### src/rtl/cpu_pipe_pkg.sv
// Shared pipeline definitions: the NOP encoding, IF/ID control state encodings
// and default widths for the hazard/stall control blocks.
package cpu_pipe_pkg;

    localparam int DATA_W_DEF    = 32;
    localparam int CNT_W_DEF     = 16;
    localparam int MAX_STALL_DEF = 8;

    // sll $0,$0,0 -- all-zero word, decodes to no register writes and no memory access
    localparam logic [31:0] NOP_INSTR = 32'h0000_0000;

    typedef enum logic [1:0] {
        RUN    = 2'd0,
        HOLD   = 2'd1,
        SQUASH = 2'd2
    } if_id_state_t;

endpackage

### src/rtl/stall_watchdog.sv
// Counts consecutive and total stall cycles (saturating) and latches a sticky
// timeout once a single stall run reaches MAX_STALL cycles.
module stall_watchdog #(
    parameter int CNT_W     = 16,
    parameter int MAX_STALL = 8
) (
    input  logic             clk,
    input  logic             reset,
    input  logic             stall_i,
    output logic [CNT_W-1:0] stall_run,
    output logic [CNT_W-1:0] stall_total,
    output logic             stall_timeout
);

    logic [CNT_W-1:0] run_next;
    logic [CNT_W-1:0] total_next;

    // Counters stick at all-ones instead of wrapping back to a misleading small value
    always_comb begin
        run_next   = '0;
        total_next = stall_total;
        if (stall_i) begin
            run_next   = (stall_run == '1) ? stall_run : stall_run + CNT_W'(1);
            total_next = (stall_total == '1) ? stall_total : stall_total + CNT_W'(1);
        end
    end

    always_ff @(posedge clk or posedge reset) begin
        if (reset) begin
            stall_run     <= '0;
            stall_total   <= '0;
            stall_timeout <= 1'b0;
        end else begin
            stall_run   <= run_next;
            stall_total <= total_next;
            if (stall_i && (run_next == CNT_W'(MAX_STALL)))
                stall_timeout <= 1'b1;
        end
    end

endmodule

### src/rtl/if_id_hazard_ctrl.sv
// IF/ID pipeline register and PC write gate: holds fetch on a load-use stall,
// squashes the fetched instruction to NOP on a taken branch/jump.
module if_id_hazard_ctrl
    import cpu_pipe_pkg::*;
#(
    parameter int DATA_W    = DATA_W_DEF,
    parameter int CNT_W     = CNT_W_DEF,
    parameter int MAX_STALL = MAX_STALL_DEF
) (
    input  logic              clk,
    input  logic              reset,
    input  logic              stall_i,
    input  logic              flush_i,
    input  logic [DATA_W-1:0] if_pc_plus4,
    input  logic [DATA_W-1:0] if_instr,
    output logic              pc_write_en,
    output logic [DATA_W-1:0] id_pc_plus4,
    output logic [DATA_W-1:0] id_instr,
    output logic              id_valid,
    output logic              ex_bubble,
    output logic [CNT_W-1:0]  stall_run,
    output logic [CNT_W-1:0]  stall_total,
    output logic              stall_timeout
);

    if_id_state_t state;
    if_id_state_t state_next;

    assign pc_write_en = ~stall_i;
    assign ex_bubble   = stall_i;

    // A stalled branch has stale operands, so stall always wins over flush
    always_comb begin
        state_next = state;
        case (state)
            RUN, HOLD, SQUASH: begin
                if (stall_i)      state_next = HOLD;
                else if (flush_i) state_next = SQUASH;
                else              state_next = RUN;
            end
            default: state_next = RUN;
        endcase
    end

    always_ff @(posedge clk or posedge reset) begin
        if (reset) state <= RUN;
        else       state <= state_next;
    end

    always_ff @(posedge clk or posedge reset) begin
        if (reset) begin
            id_instr    <= DATA_W'(NOP_INSTR);
            id_pc_plus4 <= '0;
            id_valid    <= 1'b0;
        end else if (!stall_i) begin
            id_pc_plus4 <= if_pc_plus4;
            if (flush_i) begin
                id_instr <= DATA_W'(NOP_INSTR);
                id_valid <= 1'b0;
            end else begin
                id_instr <= if_instr;
                id_valid <= 1'b1;
            end
        end
    end

    stall_watchdog #(
        .CNT_W     (CNT_W),
        .MAX_STALL (MAX_STALL)
    ) u_watchdog (
        .clk           (clk),
        .reset         (reset),
        .stall_i       (stall_i),
        .stall_run     (stall_run),
        .stall_total   (stall_total),
        .stall_timeout (stall_timeout)
    );

endmodule
### config.mk
export PLATFORM = sky130hd
export DESIGN_NAME = if_id_hazard_ctrl
export DESIGN_NICKNAME = d
export VERILOG_FILES = /design/src/rtl/cpu_pipe_pkg.sv /design/src/rtl/stall_watchdog.sv /design/src/rtl/if_id_hazard_ctrl.sv
export SDC_FILE = /design/constraint.sdc
export NUM_CORES = 1
export LEC_CHECK = 0
export ABC_AREA = 1
export CAP_MARGIN = 20
export CORE_ASPECT_RATIO = 1.2
export CORE_MARGIN = 1
export CORE_UTILIZATION = 44
export DETAILED_ROUTE_END_ITERATION = 7
export PLACE_DENSITY = 0.8
export SYNTH_ARGS = -nofsm -noshare
export SYNTH_HDL_FRONTEND = slang
export SYNTH_SLANG_ARGS = --single-unit
### constraint.sdc
create_clock -name clk -period 4.31 [get_ports clk]
set_input_delay 0.6465 -clock clk [delete_from_list [all_inputs] [get_ports clk]]
set_output_delay 0.6465 -clock clk [all_outputs]
set_load 0.1 [all_outputs]
==> qor.txt, run 1 <==
Die ar. -> 10,540 sq um
Initial DRC Count -> 185
Hold Path Origin -> id_pc_plus4[5]
Global-route wire length before repair -> 18.49 mm
Setup violations, final -> 0
Worst setup path category -> input pin to output port
Post-Route WL -> 11.58 mm
Initial antenna violation count -> 0
Yosys top cell area share -> 0.5499
Mean post-synth cell area -> 8.197 sq um
Bufs on Longest Clock Path -> 2
Synth unique cells -> 32
Most used cell, CP -> buf_4
Arr. time, crit path -> 2.04 ns
Fin crit period -> 2.690 ns
Chip Height -> 112.3 um
Post-CTS Hold Buffers -> 0
Final hold vios -> 0
GRT Util Overall -> 0.2274
Tot Pwr -> 2.936 mW
Starting Density -> 0.4615
N_diodes -> 0
Grt total ovfl -> 0
Sw power -> 1.245 mW
Post-route setup slack -> 1.620 ns
Crit-path cells -> buf_2 > buf_4 > inv_1 > buf_4 > buf_4
Top_reg_cell synth -> dfrtp_1
Post-place setup slack -> 1.625 ns
Die width -> 93.90 um
Worst vdd ir -> 0.0005517 V
Routed Antenna Nets -> 0
Top post-synthesis cells by area -> dfrtp_1, nand2_1, inv_1
Top-count cell post-synth -> nand2_1
Async SR Flop Fraction -> 1.000
Worst Path Max Fanout -> 77
Worst reg2reg path endpoint -> u_watchdog.stall_timeout
Min-Delay Endpoint -> id_pc_plus4[5]
Crit end category -> output port
FMAX -> 371.7 MHz
GR Util met3 -> 0.05420
Drt pass-1 iters -> 4
P per Cell Area -> 448.2 nW/um^2
PortBufs -> 167
Synthesized instance count -> 544
Cell area after synthesis -> 4459 sq um
DP HPWL -> 8.223 mm
Reg clk slew, reported paths -> 0.07 ns
Internal power -> 1.690 mW
CTS tree -> yes
Synth cell count leaders -> nand2_1, dfrtp_1, inv_1
Slew @ Worst Pin -> 1.033 ns
Syn Nets -> 614
Worst clock skew -> 0.002727 ns
Post-cts repair resize count -> 0
Clock network latency to the later pin of the worst-skew pair -> 0.34 ns
Routed vias/inst -> 4.879
Reg2Reg Launch Point -> u_watchdog.stall_run[1]
Seq pwr share -> 0.367
Row Count -> 39
Clk pwr share -> 0.270
Sequential share of the synthesized area -> 0.5499
GRT busiest layer -> met2
P&R area growth vs syn -> 46.89%
DRC Markers -> 0
Met2 usage -> 0.3674
Sw frac -> 0.4241
Final TNS setup -> 0 ns
Rel. slew slack -> 0.3090
Layout cell share with drive strength beyond 1 -> 0.06443
Post-synth top area cell -> dfrtp_1
Largest net degree at the start of global routing -> 89
Vias -> 4,084
Number of enable flip-flop cells after synthesis -> 0
Clock Tree Root -> clkbuf_16
Core Util, Final -> 0.6779
Max Slew Vio Count -> 0
Total CTS buffers -> 9
DR WL/cell -> 13.83 um
Vias in the first global route -> 3,940
Global-route track usage on met1 -> 0.2730
IO Count -> 168
# clock sinks -> 98
Min-Delay Path Class -> flop to flop
Delay-heaviest family, CP -> buffers and inverters
CP max stage cell -> buf_4
CP peak stage delay -> 0.59 ns
Logic gate share of total power -> 0.363
Postcts setup bufs -> 0
NumNets Final -> 779
CTS H-tree depth -> 3
Worst setup SP type -> input pin
Max Cap Viol -> 0
Worst R2R Path Depth -> 12
Placer Congestion -> 0.8809
Status -> finished, final reports clean
Hold path cells -> 2
Reg2reg setup slack -> 2.35 ns
Required time worst endpoint -> 3.66 ns
RSZ-0062 raised after global routing -> no
Core Box Area -> 9662 sq um
Final worst-path cycle share -> 0.6242
WP buf/inv -> 5
Synth Warn # -> 0
Synth Register Bits -> 98
Pleak -> 3.217 nW
[worst min-delay path: stages, from the launching register on]
cell and delay (ns):
dfrtp_1 0.34, nand2_1 0.05, nand2_1 0.05
[cells by family (layout without fill, tap and decap cells)]
kind of cell             after synthesis  after routing  share of synthesized area
AO/OA/AOI/OAI                         45             45                    0.05191
flip-flops                            98             98                     0.5499
buffers and inverters                 95            265                    0.08305
AND/OR/NAND/NOR                      287            287                     0.2761
XOR/XNOR                              17             17                    0.03339
adder cells (fa/ha/maj)                2              2                   0.005611
[per-layer routing]
layer,up-vias,wire length (um)
met3,32,665
met1,1913,4692
li1,1988,-
met5,-,0
met4,0,491
met2,151,5726
[through the flow]
step	cells	cell area, sq um	hold WS [ns]
finish	837	6550	0.4783
global route	837	6550	0.5068
CTS	836	6523	0.4826
detailed placement	820	6225	0.4594
global placement	820	6225	0.4593
floorplan	544	4459	0.7561
[power groups by stage]
stage | Combinational [mW] | Clock (mW) | Sequential, mW
2_1_floorplan | 0.155 | 0 | 1.71
3_3_place_gp | 1.05 | 0 | 1.09
3_5_place_dp | 1.06 | 0 | 1.09
4_1_cts | 1.07 | 0.810 | 1.08
5_1_grt | 1.11 | 0.854 | 1.09
6_report | 1.07 | 0.792 | 1.08
[cell type report]
class,instances,area (sq um)
clock buffers,11,252.7
clock inverters,5,45.04
fillers,770,3112
inverters,78,295.3
multi-input cells,351,1637
flip-flops and latches,98,2452
well taps,123,153.9
repair buffers,171,1714
[placed cells by master, fill, tap and decap left out, types with 3 or more instances in the layout]
| master | instances |
|---|---|
| inv_2 | 4 |
| nand2_1 | 196 |
| nor2_2 | 5 |
| nand2_2 | 5 |
| nand3_1 | 27 |
| inv_1 | 73 |
| a21oi_1 | 3 |
| nor3_1 | 5 |
| buf_4 | 4 |
| nor2_1 | 30 |
| clkdlybuf4s50_1 | 165 |
| clkbuf_16 | 9 |
| o21ai_0 | 40 |
| xnor2_1 | 10 |
| nand4_1 | 7 |
| dfrtp_1 | 98 |
| xor2_1 | 7 |
[sequential cells by signal, summed over array words and instances, names as in the netlist]
signal and cells:
id_instr 32, id_pc_plus4 32, id_valid 1, u_watchdog.stall_run 16, u_watchdog.stall_timeout 1, u_watchdog.stall_total 16
[worst max-delay path by stage]
stage             from          end  slack, ns  depth (start not counted)
2_1_floorplan    reset  id_instr[0]       1.10                          1
3_3_place_gp   stall_i  pc_write_en       1.61                          5
3_5_place_dp   stall_i  pc_write_en       1.63                          5
4_1_cts        stall_i  pc_write_en       1.62                          5
5_1_grt        stall_i  pc_write_en       1.50                          5
6_report       stall_i  pc_write_en       1.62                          5
Note: power is estimated with default switching activity, not from simulation.
==> inputs of run 2 (changes only) <==
Clock period 4.31 ns to 2.5 ns, I/O delays scaled along.
==> qor.txt, run 2 (synthesis results as in run 1) <==
CTS tree -> yes
Global-route wire length before repair -> 18.80 mm (+1.6%)
Routed vias/inst -> 4.865 (-0.29%)
P per Cell Area -> 787.5 nW/um^2 (+76%)
Largest net degree at the start of global routing -> 56 (-37%)
Setup violations, final -> 0 (unchanged)
Post-route setup slack -> 0.5658 ns (-1.054 ns)
Worst setup path category -> flop to flop
Starting Density -> 0.4615 (unchanged)
Required time worst endpoint -> 2.77 ns (-0.89 ns)
DRC Markers -> 0 (unchanged)
GRT Util Overall -> 0.2315 (+0.004050)
Placer Congestion -> 0.9722 (+10%)
N_diodes -> 0 (unchanged)
RSZ-0062 raised after global routing -> no
Drt pass-1 iters -> 4 (unchanged)
Min-Delay Path Class -> input pin to async pin
Grt total ovfl -> 0 (unchanged)
Final TNS setup -> 0 ns (unchanged)
Largest registers -> id_instr (32), id_pc_plus4 (32)
Die width -> 93.90 um (unchanged)
Die ar. -> 10,540 sq um (unchanged)
Status -> finished, final reports clean
Total CTS buffers -> 9 (unchanged)
Final hold vios -> 0 (unchanged)
Row Count -> 39 (unchanged)
Core Util, Final -> 0.6542 (-0.02370)
Post-CTS Hold Buffers -> 0 (unchanged)
Clock network latency to the later pin of the worst-skew pair -> 0.34 ns (about the same)
Chip Height -> 112.3 um (unchanged)
DP HPWL -> 8.785 mm (+6.8%)
Layout cell share with drive strength beyond 1 -> 0.2028 (+0.1384)
Worst Path Max Fanout -> 11 (-86%)
Post-cts repair resize count -> 0 (unchanged)
Pleak -> 3.366 nW (+4.6%)
Core Box Area -> 9662 sq um (unchanged)
Postcts setup bufs -> 0 (unchanged)
Storage cell area -> 2452 sq um (unchanged)
Initial antenna violation count -> 0 (unchanged)
DR WL/cell -> 14.04 um (+1.5%)
Final worst-path cycle share -> 0.7737
Reg clk slew, reported paths -> 0.07 ns (about the same)
Worst vdd ir -> 0.0007895 V (+43%)
NumNets Final -> 780 (+0.13%)
P&R area growth vs syn -> 41.75%
Post-place setup slack -> 0.6068 ns (-1.018 ns)
Max Slew Vio Count -> 0 (unchanged)
Initial DRC Count -> 180 (-2.7%)
Commonest non-fill, non-tap cell in the layout -> nand2_1
Crit end category -> flop
Post-Route WL -> 11.77 mm (+1.7%)
IO Count -> 168 (unchanged)
Arr. time, crit path -> 2.20 ns (+0.16 ns)
Bufs on Longest Clock Path -> 2 (unchanged)
Worst clock skew -> 0.004830 ns (+0.002103 ns)
Rel. slew slack -> 0.5095 (+0.2005)
Fin crit period -> 1.934 ns
Most frequent cells in the layout -> nand2_1, buf_4, dfrtp_1
Clock Tree Root -> clkbuf_16
Vias in the first global route -> 3,932 (-0.20%)
Routed Antenna Nets -> 0 (unchanged)
Multi-input logic area -> 1637 sq um (unchanged)
Max Cap Viol -> 0 (unchanged)
CTS H-tree depth -> 3 (unchanged)
Worst setup SP type -> flop
Vias -> 4,077 (-0.17%)
Fill count -> 782 (+1.6%)
# clock sinks -> 98 (unchanged)
FMAX -> 517.0 MHz
Slew @ Worst Pin -> 0.7349 ns (-0.2984 ns)
Tot Pwr -> 4.978 mW (+70%)
PortBufs -> 167 (unchanged)
[run 2: cell count changes in the layout (fill, tap and decap cells not counted), moves of 2 or more]
cell	before	now
clkdlybuf4s50_1	165	66
buf_4	4	101
buf_12	0	4
inv_6	1	4
clkbuf_8	2	0
[run 2: where the power goes]
group,switching [mW],internal [mW]
Clock,0.628,0.690
Combinational,1.40,0.393
Sequential,0.136,1.73
[run 2: path summary, 6_finish.rpt]
path,start,to,slack [ns],cells past startpoint
setup / recovery,u_watchdog.stall_total[0],u_watchdog.stall_total[9],0.57,8
hold / removal,reset,id_instr[2],0.35,2
setup reg to reg,u_watchdog.stall_total[0],u_watchdog.stall_total[9],0.57,8
hold reg to reg,id_pc_plus4[12],id_pc_plus4[12],0.48,2
max in group asynchronous,reset,id_pc_plus4[13],1.60,3
min in group clk,id_pc_plus4[12],id_pc_plus4[12],0.48,2
[run 2: critical path, stage by stage, from the launching register on]
cell and delay (ns):
dfrtp_1 0.43, ha_1 0.21, nand3_1 0.18, nor3_2 0.24
nand3_1 0.09, nand2_1 0.30, inv_2 0.16, nand3_1 0.11
xor2_1 0.14
[run 2: cell type report]
class	instances	area share
Inverter	78	0.04691
Multi-Input combinational cell	351	0.2589
Sequential cell	98	0.3880
Tap cell	123	0.02435
Clock inverter	6	0.007720
Timing Repair Buffer	172	0.2379
Clock buffer	10	0.03622
[run 2: per-layer routing]
layer	global-route usage	up-vias	part of all wire
li1	-	1999	-
met2	0.4078	151	0.53
met1	0.2700	1893	0.38
met4	0.1241	0	0.036
met5	0	-	0
met3	0.03049	34	0.053
[run 2: through the flow]
step	cell area, sq um	cells	hold WS (ns)
after floorplan	4463	544	0.4846
after global placement	6043	822	0.4644
after detailed placement	6043	822	0.4659
after CTS	6321	838	0.3467
after global routing	6321	838	0.3875
final	6321	838	0.3494
==> inputs of run 3 (changes only) <==
Clock period 2.5 ns to 1.8 ns, I/O delays scaled along.
==> qor.txt, run 3 (synthesis results as in run 1) <==
CP max stage cell -> dfrtp_2
Rel. slew slack -> 0.6421 (+0.1326)
N_diodes -> 0 (unchanged)
Commonest non-fill, non-tap cell in the layout -> nand2_1
Core Box Area -> 9662 sq um (unchanged)
Fin crit period -> 1.678 ns (-0.2560 ns)
Fill count -> 742 (-5.1%)
Vias -> 4,104 (+0.66%)
Tightest hold margin -> 0.3027 ns (-0.04676 ns)
GRT Util Overall -> 0.2369 (+0.005462)
Seq pwr share -> 0.368 (-0.007)
Vias in the first global route -> 4,091 (+4.0%)
Arr. time, crit path -> 1.91 ns (-0.29 ns)
P&R area growth vs syn -> 54.24%
Pleak -> 3.458 nW (+2.7%)
Sw power -> 3.005 mW (+39%)
Starting Density -> 0.4615 (unchanged)
Max Cap Viol -> 0 (unchanged)
Core Util, Final -> 0.7119 (+0.05763)
Worst setup path category -> flop to flop
Setup violations, final -> 0 (unchanged)
Largest registers -> id_instr (32), id_pc_plus4 (32)
Final instance area -> 6878 sq um (+8.8%)
Die ar. -> 10,540 sq um (unchanged)
Crit end category -> flop
Worst Path Max Fanout -> 6 (-5)
Initial antenna violation count -> 0 (unchanged)
Crit-path cells -> ha_4 > inv_2 > nor2_4 > nand2_4 > nor2_8 > nor2_1 > nor2_1 > nor2_1 > nand2_1 > nor2_1 > nand3_1 > nand2_1
Min-Delay Path Class -> input pin to flop
Most frequent cells in the layout -> nand2_1, buf_4, inv_1
Worst vdd ir -> 0.0009967 V (+26%)
CP peak stage delay -> 0.45 ns (+0.02 ns)
Grt total ovfl -> 0 (unchanged)
Routed vias/inst -> 4.863 (about the same)
Worst R2R Path Depth -> 12 (+4)
DP Area -> 6564 sq um (+8.6%)
Clk pwr share -> 0.254 (-0.011)
Final hold vios -> 0 (unchanged)
DR WL/cell -> 13.87 um (-1.2%)
Bufs on Longest Clock Path -> 2 (unchanged)
CTS H-tree depth -> 3 (unchanged)
Final TNS setup -> 0 ns (unchanged)
Routed Antenna Nets -> 0 (unchanged)
Clock network latency to the later pin of the worst-skew pair -> 0.34 ns (about the same)
Sw frac -> 0.4132 (-0.02125)
Logic gate share of total power -> 0.378 (+0.018)
Most used cell, CP -> nor2_1
NumNets Final -> 786 (+0.77%)
Initial DRC Count -> 216 (+20%)
Chip Height -> 112.3 um (unchanged)
Worst clock skew -> 0.007948 ns (+0.003117 ns)
Worst setup SP type -> flop
Row Count -> 39 (unchanged)
Tot Pwr -> 7.272 mW (+46%)
Final worst-path cycle share -> 0.9323 (+0.1586)
FMAX -> 595.9 MHz (+15%)
Max Slew Vio Count -> 0 (unchanged)
Post-Route WL -> 11.71 mm (-0.49%)
RSZ-0062 raised after global routing -> no
Drt pass-1 iters -> 4 (unchanged)
DP HPWL -> 8.829 mm (+0.50%)
Worst setup path start -> u_watchdog.stall_run[1]
Slew @ Worst Pin -> 0.5368 ns (-0.1981 ns)
Total CTS buffers -> 9 (unchanged)
# clock sinks -> 98 (unchanged)
Largest net degree at the start of global routing -> 56 (unchanged)
DRC Markers -> 0 (unchanged)
Critical Path Sink -> u_watchdog.stall_timeout
CTS tree -> yes
P per Cell Area -> 1057 nW/um^2 (+34%)
Reg2reg setup slack -> 0.12 ns (-0.44 ns)
IO Count -> 168 (unchanged)
Placer Congestion -> 0.8966 (-7.8%)
Reg clk slew, reported paths -> 0.06 ns (about the same)
Die width -> 93.90 um (unchanged)
PortBufs -> 167 (unchanged)
Reg2Reg Launch Point -> u_watchdog.stall_run[1]
Global-route wire length before repair -> 19.42 mm (+3.3%)
Status -> finished, final reports clean
Worst reg2reg path endpoint -> u_watchdog.stall_timeout
Layout cell share with drive strength beyond 1 -> 0.2580 (+0.05518)
Post-CTS Hold Buffers -> 0 (unchanged)
Clock Tree Root -> clkbuf_16
Required time worst endpoint -> 2.04 ns (-0.73 ns)
Internal power -> 4.267 mW (+52%)
==> run 3: changes by cell type in the layout (fill, tap and decap cells not counted), moves of 3 or more <==
cell,before,now
dfrtp_2,0,30
clkbuf_8,0,3
dfrtp_1,98,68
buf_4,101,74
buf_12,4,37
inv_6,4,1
==> run 3: area by class of cell <==
type	instances	area [sq um]	share of cell area
sequential	98	2490	0.3620
timing repair buffer	178	1962	0.2852
multi-input combinational	351	1687	0.2452
inverter	78	299.0	0.04348
clock buffer	15	277.8	0.04039
tap	123	153.9	0.02238
clock inverter	1	8.758	0.001273
==> run 3: power groups by stage <==
stage	registers (mW)	clock network, mW	logic (mW)
2_1_floorplan	4.13	0	0.397
4_1_cts	2.68	1.89	2.77
6_report	2.68	1.85	2.75
5_1_grt	2.71	1.97	2.86
3_5_place_dp	2.71	0	2.76
3_3_place_gp	2.70	0	2.74
==> run 3: critical path: cells and delay by family (launching register included) <==
family,cells,cell delay (ns)
DFF,1,0.45
and+or+nand+nor,10,0.88
adders and majority gates,1,0.19
buffers and inverters,1,0.05
==> run 3: metrics by stage <==
step,cells,worst slack (ns)
2_1_floorplan,544,-0.08760
3_3_place_gp,825,0.2107
3_5_place_dp,825,0.1013
4_1_cts,841,0.1043
5_1_grt,844,0.003497
6_report,844,0.1218
==> run 3: worst min path at each step <==
stage	start	endpoint	cells after the start
floorplan	if_pc_plus4[0]	id_pc_plus4[0]	2
global placement	id_pc_plus4[21]	id_pc_plus4[21]	2
detailed placement	id_pc_plus4[26]	id_pc_plus4[26]	2
CTS	stall_i	id_instr[27]	3
global route	stall_i	id_instr[26]	3
finish	stall_i	id_instr[26]	3
==> run 3: metal layers <==
| metal | vias up | track usage | part of all wire |
|---|---|---|---|
| met2 | 172 | 0.3961 | 0.50 |
| met4 | 0 | 0.1005 | 0.023 |
| met5 | - | 0 | 0 |
| li1 | 2004 | - | - |
| met1 | 1905 | 0.2897 | 0.40 |
| met3 | 23 | 0.05827 | 0.067 |
==> run 3: timing repair <==
| item | 4_1_cts | 5_1_grt |
|---|---|---|
| resized for setup | 0 | 2 |
| endpoints found under the setup margin | 0 | 2 |
| buffers inserted | 0 | 3 |
==> patch 1, RTL diff (flow settings as in run 2) <==
Register the output `stall_timeout`, with the module's reset; this adds one clock of latency there. The other outputs are not delayed to match.
--- a/src/rtl/if_id_hazard_ctrl.sv
+++ b/src/rtl/if_id_hazard_ctrl.sv
@@ -22,6 +22,8 @@
     output logic [CNT_W-1:0]  stall_total,
     output logic              stall_timeout
 );
+
+    logic stall_timeout_d;
 
     if_id_state_t state;
     if_id_state_t state_next;
@@ -73,7 +75,15 @@
         .stall_i       (stall_i),
         .stall_run     (stall_run),
         .stall_total   (stall_total),
-        .stall_timeout (stall_timeout)
+        .stall_timeout (stall_timeout_d)
     );
 
+    always_ff @(posedge clk or posedge reset) begin
+        if (reset) begin
+            stall_timeout <= '0;
+        end else begin
+            stall_timeout <= stall_timeout_d;
+        end
+    end
+
 endmodule
Formal check against the unedited RTL: not equivalent (a bounded check fails within 10 cycles, from zero or initial values and one cycle with reset high).
==> patch 1 against run 2 <==
- the run now ends with DRC left
- area after synthesis increased by 0.56%
- core utilization decreased by 1.7 points
- design area up 0.38%
- power up 1.2%
- routed wire length down 0.40%
- sequential cell count up 1
- setup slack lost 53 ps
- critical endpoint unchanged
- largest cell class unchanged
- largest power group unchanged
==> patch 1: results (changes against run 2) <==
** STA
- The slew at the pin with the worst max-slew slack was 628.0 ps (-106.9 ps).
- The worst hold slack is 351.9 ps (+2.476 ps).
- Setup Skew :: 6.456 ps (+1.625 ps)

** Placed design
- Port Buf Inserts :: 167 (unchanged)
- The final RePlAce weighted congestion was 0.9293 (-4.4%).
- Total placed cells including tap cells :: 827 (+0.61%)
- Minimum setup slack after placement :: 562.0 ps (-44.83 ps)
- The HPWL after detailed placement is 8733 µm (-0.59%).
- The post-place instance area was 6055 µm² (+0.19%).

** GRT
- Global-route wire length before repair :: 18910 µm (+0.62%)
- The overall fraction of global-route tracks in use was 22.99% (-0.15 points).
- The routing usage on met3 is 5.149% (+2.1 points).
- The maximum number of pins on one net before global-route repair was 59 (+5.4%).
- Met1 routing resource usage after global routing :: 27.07% (+0.074 points)
- The met2 global-route usage is 38.45% (-2.3 points).

** Drt
- The sum of met2 wire segment lengths after detailed routing came to 6012 µm (-3.0%).
- The detailed router's first-iteration violation count was 295 (+64%).
- Residual DRC :: 1 (+1)
- Wire length on met3 :: 700 µm (+12%)
- The per-cell routed wire length was 13.92 µm (-0.87%).
- The met1 routed wirelength after detailed routing was 4502 µm (-0.35%).
- The number of detailed-routing iterations run before antenna repair came to 6 (+2).
- The routed via count divided by cell count came to 4.911 (+0.94%).

** Setup path
- Worst EP arrival :: 2240 ps (+40 ps)
- Path depth of the worst reg2reg path :: 8 (unchanged)
- The largest driver fanout on the critical path is 11 (unchanged).
- R2R setup slack :: 510 ps (-50 ps)
- Worst r2r src :: u_watchdog.stall_total[0]

** Pwr
- The power after layout was 5.039 mW (+1.2%).
- Largest voltage drop on the vdd net :: 497.6 µV (-37%)
- Switching Share :: 42.21% (-1.2 points)
- Power attributed to sequential cells is 1.88 mW.
- The reported leakage power was 3.380 nW (+0.40%).

** Layout
- The number of inserted diodes is 0 (unchanged).
- The net count reported at finish came to 782 (+0.26%).
- The number of cells in the finished layout apart from fillers was 842 (+0.48%).
- Fraction of final layout cells with drive strength greater than 1 :: 20.39% (+0.11 points)

** Yosys
- The synthesized net count came to 615 (+0.16%).
- Top cells by area, synth :: dfrtp_1, nand2_1, inv_1, o21ai_0, nand3_1
- The per-instance average area after synthesis is 8.228 µm² (+0.38%).
- Most frequent cells after synthesis :: nand2_1, dfrtp_1, inv_1
- The complex-gate fraction of the synthesized area was 5.162% (-0.029 points).
- Post-Synth XOR/XNOR Area :: 3.320% (-0.019 points)
- The adder-cell area share of the yosys netlist is 0.5580% (-0.0031 points).
- The part of the Yosys area used for sequential elements came to 55.25% (+0.25 points).

** Worst hold path
- The path class of the tightest hold or removal check is input pin to asynchronous set/reset pin.

** Status
- Status :: complete, but fails checks
- Violations in the final reports :: DRC

** Clock network
- Number of buffers created by CTS :: 9 (unchanged)
- The clock transition at the register clock pins on the worst setup and hold paths after CTS is 70 ps (about the same).
==> patch 1: cell count changes after synthesis, sizes merged <==
cell | run 2 | this run
dfrtp | 98 | 99
==> patch 1: area by class of cell <==
class | count | area [µm²]
fill | 822 | 3615
multi-input combinational | 351 | 1637
inverter | 78 | 296.5
timing repair buffer | 173 | 1486
tap | 126 | 157.7
clock buffer | 9 | 225.2
clock inverter | 6 | 65.06
sequential | 99 | 2477
==> patch 1: worst max-delay path by stage <==
stage                                endpoint  cells past startpoint  slack (ps)
floorplan           u_watchdog.stall_total[4]                      8         160
CTS                 u_watchdog.stall_total[9]                      8         540
detailed placement  u_watchdog.stall_total[9]                      8         560
global placement    u_watchdog.stall_total[9]                      8         740
finish              u_watchdog.stall_total[9]                      8         510
global route        u_watchdog.stall_total[9]                      8         310
==> patch 1: critical path, stage by stage, from the launching register on <==
cell     delay [ps]
dfrtp_1         400
ha_1            180
nand3_1         160
nor3_2          260
nand3_1         110
nand2_1         310
inv_2           150
nand3_1         130
xor2_1          190
==> patch 2, RTL diff (settings of run 2) <==
Without the edit above. `DATA_W_DEF`: 32 -> 40.
--- a/src/rtl/cpu_pipe_pkg.sv
+++ b/src/rtl/cpu_pipe_pkg.sv
@@ -2,7 +2,7 @@
 // and default widths for the hazard/stall control blocks.
 package cpu_pipe_pkg;
 
-    localparam int DATA_W_DEF    = 32;
+    localparam int DATA_W_DEF    = 40;
     localparam int CNT_W_DEF     = 16;
     localparam int MAX_STALL_DEF = 8;
 
Ports: changed (resized id_instr, id_pc_plus4, if_instr and if_pc_plus4); port bits go from 168 to 200. No check against the original RTL was run, so the function may have changed too.
==> patch 2 against run 2 <==
- largest cell class unchanged
- largest power group is now clock
- power grew 32%
- design area grew 19%
- critical path depth grew 3
- setup slack lost 90 ps
- highest routed layer unchanged
- clock skew grew 0.67 ps
- area after synthesis grew 13%
- sequential cell count grew 16
- routed wire length grew 13%
==> patch 2: results (changes against run 2) <==
** Drt
- Wire length on met3 :: 803 µm (+29%)
- DRT Pass-1 Iters :: 5 (+1)
- The met1 routed wirelength after detailed routing came to 5019 µm (+11%).
- Detailed router's first-iteration violation count :: 239 (+33%)
- The routed via count divided by cell count is 4.809 (-1.2%).
- The sum of met2 wire segment lengths after detailed routing came to 7113 µm (+15%).

** Setup path
- The arrival time of the worst setup path is 2360 ps (+160 ps).
- Worst r2r src :: u_watchdog.stall_run[0]
- The flop-to-flop setup slack was 480 ps (-90 ps).
- The number of cells traversed by the worst register-to-register path was 11 (+3).
- Critical path fanouts, max :: 7 (-4)
- The delay of the slowest cell on the worst path came to 480 ps (+50 ps).

** Placed design
- The minimum setup slack after placement was 505.7 ps (-101.1 ps).
- The final RePlAce weighted congestion is 0.9027 (-7.1%).

** Clock network
- The insertion delay of the later-clocked pin in the worst-skew pair is 400 ps (+60 ps).
- Number of buffers created by CTS :: 17 (+8)
- The clock transition at the register clock pins on the worst setup and hold paths after CTS came to 50 ps (-20 ps).
- H-Tree Level Count :: 4 (+1)

** Pwr
- The peak supply drop was 658.3 µV (-17%).
- The reported net switching power is 2.524 mW (+17%).
- The reported leakage power is 3.990 nW (+19%).

** Yosys
- The part of the Yosys area used for sequential elements was 56.44% (+1.4 points).
- The number of distinct library cell variants in the gate-level netlist after synthesis is 28 (-13%).
- Counting instances in the post-synthesis netlist gives the leading cell types as nand2_1, dfrtp_1, inv_1.

** GRT
- Pin count of the biggest net entering global routing :: 115 (+110%)
- The first-pass GRT wire length is 21960 µm (+17%).

** STA
- Slew HR :: 57.36% (+6.4 points)
- Setup Skew :: 5.496 ps (+0.6659 ps)

** Layout
- Fraction of final layout cells with drive strength greater than 1 :: 19.57% (-0.71 points)
- Registers with the highest flip-flop counts :: id_instr (40), id_pc_plus4 (40)

** Worst hold path
- The path class of the tightest hold or removal check is input pin to flip-flop.

** Status
- Status :: completed
[patch 2: critical path: cells and delay by family (launching register included)]
| family | cells | cell delay (ps) |
|---|---|---|
| AND/OR/NAND/NOR | 9 | 1070 |
| flip-flops | 1 | 480 |
| adder cells (fa/ha/maj) | 1 | 340 |
| buffers and inverters | 1 | 70 |
[patch 2: power groups by stage]
stage	registers, mW	clock network, mW	logic (mW)
after detailed placement	2.19	0	2.00
final	2.17	2.42	1.99
after CTS	2.17	2.46	2.00
after floorplan	3.37	0	0.289
after global routing	2.19	2.55	2.07
after global placement	2.18	0	1.98
[patch 2: kinds of logic after synthesis]
| logic type | count (synthesis) | synth area share [%] |
|---|---|---|
| xor+xnor | 16 | 2.772 |
| simple gates | 333 | 26.91 |
| fa+ha+maj | 2 | 0.4950 |
| buf+inv | 102 | 8.020 |
| flops | 114 | 56.44 |
| compound gates | 52 | 5.371 |
[patch 2: worst max path at each step]
stage	startpoint	to	slack [ps]	cells past startpoint
after floorplan	u_watchdog.stall_total[0]	u_watchdog.stall_total[4]	120	7
after global placement	u_watchdog.stall_run[0]	u_watchdog.stall_timeout	510	11
after detailed placement	u_watchdog.stall_run[0]	u_watchdog.stall_timeout	510	11
after CTS	u_watchdog.stall_run[0]	u_watchdog.stall_timeout	490	11
after global routing	u_watchdog.stall_run[0]	u_watchdog.stall_timeout	290	12
final	u_watchdog.stall_run[0]	u_watchdog.stall_timeout	480	11
[patch 2: area by class of cell]
class	count	area, µm²
Multi-Input combinational cell	403	1797
Sequential cell	114	2853
Timing Repair Buffer	203	1764
Fill cell	896	3578
Tap cell	154	192.7
Clock buffer	21	460.4
Clock inverter	11	135.1
Inverter	81	307.8
[patch 2: metal layers]
metal,track usage [%],up-vias
li1,-,2294
met4,11.49,0
met3,6.279,29
met5,0,-
met2,41.59,184
met1,26.38,2239
[patch 2: through the flow]
step / instance area, µm² / total power, mW / std cells / hold WS, ps
after floorplan: 5059 / 3.657 / 619 / 484.6
after global placement: 6914 / 4.164 / 955 / 447.7
after detailed placement: 6914 / 4.192 / 955 / 450.6
after CTS: 7510 / 6.633 / 987 / 394.5
after global routing: 7510 / 6.812 / 987 / 410.4
final: 7510 / 6.578 / 987 / 415.0
